## config.mk

```make
export PLATFORM = sky130hd
export DESIGN_NAME = spi_master
export DESIGN_NICKNAME = d
export VERILOG_FILES = /design/src/rtl/spi_master.sv
export SDC_FILE = /design/constraint.sdc
export NUM_CORES = 1
export LEC_CHECK = 0
export CAP_MARGIN = 5
export CORE_AREA = 2 2 58 73
export DETAILED_ROUTE_END_ITERATION = 16
export DIE_AREA = 0 0 60 75
export GPL_ROUTABILITY_DRIVEN = 0
export PLACE_DENSITY = 0.71
export SLEW_MARGIN = 20
export SYNTH_ARGS = -nofsm -noshare
export SYNTH_HDL_FRONTEND = slang
export SYNTH_SLANG_ARGS = --single-unit
```

## constraint.sdc

```tcl
create_clock -name i_clk -period 6.26 [get_ports i_clk]
set_input_delay 1.565 -clock i_clk [delete_from_list [all_inputs] [get_ports i_clk]]
set_output_delay 1.565 -clock i_clk [all_outputs]
set_load 0.03 [all_outputs]
```

## src/rtl/spi_master.sv

```systemverilog
// Byte-wide SPI master: sclk idles low, mosi launched on sclk rise, miso sampled on sclk fall.
// Bit 0 of each byte goes on the wire first; slave select can be held across a burst of bytes.
module spi_master #(
  parameter int unsigned CLKDIV = 4
) (
  input  logic       i_clk,
  input  logic       i_rst_n,
  input  logic       i_start,
  input  logic       i_hold,
  input  logic       i_release,
  input  logic [0:7] i_tx_data,
  output logic [0:7] o_rx_data,
  output logic       o_done,
  output logic       o_busy,
  output logic       o_ss,
  output logic       o_sclk,
  output logic       o_mosi,
  input  logic       i_miso
);

  localparam int unsigned CW = $clog2(CLKDIV + 1);
  localparam logic [CW-1:0] RELOAD = CW'(CLKDIV - 1);

  localparam logic [2:0] S_IDLE  = 3'd0;
  localparam logic [2:0] S_SETUP = 3'd1;
  localparam logic [2:0] S_HIGH  = 3'd2;
  localparam logic [2:0] S_LOW   = 3'd3;
  localparam logic [2:0] S_END   = 3'd4;
  localparam logic [2:0] S_HOLD  = 3'd5;
  localparam logic [2:0] S_DESEL = 3'd6;

  logic [2:0]    r_state;
  logic [2:0]    w_state_nxt;
  logic [CW-1:0] r_cnt;
  logic [2:0]    r_bit;
  logic [2:0]    w_bit_nxt;
  logic [0:7]    r_tx;
  logic [0:7]    r_rx;
  logic [0:7]    r_rx_data;
  logic          r_hold;
  logic          r_miso;
  logic          r_mosi;
  logic          w_cnt_done;
  logic          w_entry;
  logic          w_sample;

  always_comb begin
    w_state_nxt = r_state;
    w_cnt_done  = (r_cnt == '0);
    w_bit_nxt   = r_bit + {2'b00, (r_state == S_LOW)};
    unique case (r_state)
      S_IDLE:  if (i_start) w_state_nxt = S_SETUP;
      S_SETUP: if (w_cnt_done) w_state_nxt = S_HIGH;
      S_HIGH:  if (w_cnt_done) w_state_nxt = S_LOW;
      // The last falling edge is followed straight away by END, not a full low phase.
      S_LOW: begin
        if (r_bit == 3'd7)   w_state_nxt = S_END;
        else if (w_cnt_done) w_state_nxt = S_HIGH;
      end
      S_END:   w_state_nxt = r_hold ? S_HOLD : S_DESEL;
      S_HOLD: begin
        if (i_release)    w_state_nxt = S_DESEL;
        else if (i_start) w_state_nxt = S_SETUP;
      end
      S_DESEL: if (w_cnt_done) w_state_nxt = S_IDLE;
      default: w_state_nxt = S_IDLE;
    endcase
  end

  assign w_entry  = (w_state_nxt != r_state);
  assign w_sample = (r_state == S_LOW) && (r_cnt == RELOAD);

  always_ff @(posedge i_clk or negedge i_rst_n) begin
    if (!i_rst_n) begin
      r_state   <= S_IDLE;
      r_cnt     <= '0;
      r_bit     <= '0;
      r_tx      <= '0;
      r_rx      <= '0;
      r_rx_data <= '0;
      r_hold    <= 1'b0;
      r_miso    <= 1'b0;
      r_mosi    <= 1'b0;
    end else begin
      r_miso  <= i_miso;
      r_state <= w_state_nxt;
      if (w_entry)            r_cnt <= RELOAD;
      else if (!w_cnt_done)   r_cnt <= r_cnt - CW'(1);
      if (w_entry && w_state_nxt == S_SETUP) begin
        r_tx   <= i_tx_data;
        r_hold <= i_hold;
        r_bit  <= '0;
      end
      if (w_entry && w_state_nxt == S_HIGH) begin
        r_bit  <= w_bit_nxt;
        r_mosi <= r_tx[w_bit_nxt];
      end
      if (w_entry && w_state_nxt == S_IDLE) r_mosi <= 1'b0;
      if (w_sample) begin
        r_rx[r_bit] <= r_miso;
        if (r_bit == 3'd7) r_rx_data <= {r_rx[0:6], r_miso};
      end
    end
  end

  assign o_ss      = !((r_state == S_IDLE) || (r_state == S_DESEL));
  assign o_busy    = !((r_state == S_IDLE) || (r_state == S_HOLD));
  assign o_sclk    = (r_state == S_HIGH);
  assign o_done    = (r_state == S_END);
  assign o_mosi    = r_mosi;
  assign o_rx_data = r_rx_data;

endmodule

```

==> impl_metrics.json, run 1 <==
{
  "yosysSeqAreaShare_pct": 47.7,
  "slew_headroom_pct": 56.6,
  "critical-path-max-stage-delay_ns": 0.59,
  "arrival_ns": 2.07,
  "viasPerCell": 5.52,
  "die_area_um2": 4500,
  "combPwrFrac_pct": 40.9,
  "cpMaxStageDelayCell": "dfrtp_1",
  "ys_types": 41,
  "overflow": 0,
  "pin_count": 27,
  "synth_warnings": 0,
  "syn-cell-area_um2": 1840,
  "fin_skew_ns": 0.00960,
  "synth_top_flop_cell": "dfrtp_1",
  "endpoint_kind": "primary output",
  "p_sw_share_pct": 35.6,
  "postSynthCellCount": 156,
  "finalWorstSetupSlack_ns": 2.62,
  "htreeDepth": 2,
  "grt_pass1_wl_um": 6120,
  "worstMarginPinSlew_ns": 0.645,
  "fp.dieW_um": 60,
  "p_per_area_nw_per_um2": 422,
  "ys_top_cells_by_area": "dfrtp_1 (48%), mux2_2 (15%), ha_1 (3.4%)",
  "leakagePower_nw": 0.980,
  "cts_sinks": 35,
  "n_fill_cell": 318,
  "post_cts_resized": 0,
  "p_clk_share_pct": 21.6,
  "numCtsBuffers": 5,
  "fin_nets": 205,
  "clk-insertion-delay-late_ns": 0.29,
  "grt_pass1_vias": 1357,
  "cp_cell_sequence": "and2b_1, or3_1, clkdlybuf4s50_1",
  "min_period_over_period_pct": 58.1,
  "maxCapViolCount": 0,
  "grtUsageTotal_pct": 18.3,
  "min_path_type": "reg -> reg",
  "cp-start-kind": "flip-flop",
  "rows": 25,
  "finalSetupTns_ns": 0,
  "postLayoutCoreUtil_pct": 59.9,
  "synth-edff-count": 0,
  "power_frac_seq_pct": 37.4,
  "synth_top_area_cell": "dfrtp_1",
  "wl_um": 3520,
  "hold_depth": 1,
  "postCtsSetupBuffers": 0,
  "die_h_um": 75,
  "wl_per_cell_um": 14.6,
  "path_class": "reg -> out",
  "syn_nets": 175,
  "clkTransAtPathRegs_ns": 0.07,
  "rr_worst_depth": 7,
  "total_power_mw": 0.957,
  "setup-violations-final": 0,
  "grt_max_degree": 36,
  "vias": 1331,
  "port_buffers": 26,
  "post-dp-hpwl_um": 2620,
  "outcome": "completed",
  "coreArea_um2": 3780,
  "dr.pass1.iters": 4,
  "switchingPower_mw": 0.341,
  "syn_avg_cell_area_um2": 11.8,
  "cp_max_fo": 14,
  "rsz0062_at_grt": "false",
  "area_growth_pct": 23.6,
  "clock_path_buffers": 2,
  "antenna_found_initial": 0,
  "first_iter_violations": 69,
  "slew_violations": 0,
  "period_needed_ns": 3.64,
  "synth.top_cell.area_share_pct": 47.7,
  "peakVddDrop_v": 0.000249,
  "internal_power_mw": 0.617,
  "root_buffer": "clkbuf_8",
  "fmax_ghz": 0.275,
  "drc_errors": 0,
  "worstPathRequired_ns": 4.70,
  "cts_tree": "done",
  "cts_hold_buffers": 0,
  "start_util_pct": 48.5,
  "ys_ff_latch": 35,
  "hold_viol": 0,
  "synth_async_sr_flop_share_pct": 100,
  "ant_nets": 0,
  "antenna_cells": 0,
  "final_layout_size_suffix_gt1_share_pct": 23.5,
  "pre_cts_ws_ns": 2.54
}
-- layout make-up --
type	count	area, um2	share of cell area, %
clock inverters	2	35.0	1.54
inverters	10	37.5	1.65
well taps	54	67.6	2.98
repair buffers	27	268	11.8
clock buffers	6	82.6	3.64
multi-input cells	107	902	39.8
flip-flops and latches	35	876	38.6
-- registers in the layout (all words and copies together), names as in the netlist --
signal	count
o_mosi	1
r_cnt	3
r_bit	3
r_miso	1
r_rx	7
r_hold	1
r_state	3
r_tx	8
o_rx_data	8
-- worst max-delay path: cells and delay by family, from the launching register on --
kind	cells	cell delay, ns
AND/OR/NAND/NOR	2	0.61
buffers and inverters	1	0.59
flip-flops	1	0.59
-- final timing paths --
check,from,slack [ns],end
hold reg to reg,o_rx_data[7]$_DFFE_PN0P_,0.51,o_rx_data[7]$_DFFE_PN0P_
min in group asynchronous,i_rst_n,1.68,r_hold$_DFFE_PN0P_
hold / removal,o_rx_data[7]$_DFFE_PN0P_,0.51,o_rx_data[7]$_DFFE_PN0P_
setup / recovery,r_state[1]$_DFF_PN0_,2.62,o_ss
setup reg to reg,r_cnt[0]$_DFFE_PN0P_,3.72,r_tx[2]$_DFFE_PN0P_
max in group asynchronous,i_rst_n,4.27,r_rx[5]$_DFFE_PN0P_
-- power by group through the flow --
stage / registers, mW / clock network [mW] / logic (mW)
floorplan: 0.333 / 0 / 0.319
global placement: 0.356 / 0 / 0.383
detailed placement: 0.363 / 0 / 0.396
CTS: 0.358 / 0.212 / 0.396
global route: 0.370 / 0.220 / 0.430
finish: 0.358 / 0.207 / 0.392
-- Yosys cell counts (2+ instances only) --
cell / number
nand3b_1: 3
nor2_1: 7
ha_1: 5
o21ai_0: 4
mux2_2: 25
nor3b_1: 2
nor2b_1: 4
a32oi_1: 2
mux4_2: 2
o211ai_1: 2
nor3_4: 2
nand2_1: 5
inv_1: 9
o221ai_1: 2
nand2b_1: 5
nor3_1: 6
or3_1: 3
buf_2: 4
dfrtp_1: 35
nand3_1: 8
-- metal layers --
layer / global-route usage, % / vias to the layer above / part of all wire, %
met5: 0 / - / 0
met3: 4.30 / 6 / 4.8
met4: 6.91 / 0 / 1.5
met2: 32.2 / 44 / 52
li1: - / 632 / -
met1: 21.4 / 649 / 41
-- layout by cell type, fill, tap and decap left out, types with 2 or more instances in the layout --
master	instances
nand3_1	8
dfrtp_1	35
nor3_4	2
mux2_2	25
clkdlybuf4s50_1	26
nand3b_1	3
o211ai_1	2
nand2b_1	5
o21ai_0	4
clkbuf_8	6
or3_1	3
nand2_1	5
inv_1	9
nor2b_1	4
ha_1	5
o221ai_1	2
nor2_1	7
a32oi_1	2
nor3_1	6
mux4_2	2
nor3b_1	2
-- cells by family (layout without fill, tap and decap cells) --
family	Yosys count	after routing	synth area share, %
AOI/OAI and AO/OA	22	22	9.75
muxes	28	28	18.3
adders and majority gates	5	5	3.41
and+or+nand+nor	51	51	17.2
buffers and inverters	14	45	3.14
DFF	35	35	47.7
xor gates and xnor gates	1	1	0.477
-- stage by stage --
stage | instances | hold slack [ns] | instance area (um2)
floorplan | 156 | 0.474 | 1840
global placement | 233 | 0.487 | 2150
detailed placement | 233 | 0.490 | 2150
CTS | 241 | 0.510 | 2270
global route | 241 | 0.534 | 2270
finish | 241 | 0.508 | 2270
Note: power is estimated with default switching activity, not from simulation.
==> run 2: changes to the inputs <==
clock period = 3.59 ns   (was 6.26 ns; I/O delays follow)
==> results of run 2 <==
The final DEF is identical to that of run 1. Status: completed.
Main changes from that run: setup slack after placement 2.54 ns -> 0.537 ns; setup slack after layout 2.62 ns -> 0.618 ns; register-to-register setup slack 3.72 ns -> 1.05 ns; total power 0.957 mW -> 1.67 mW; worst IR drop on VDD 0.000249 V -> 0.000434 V
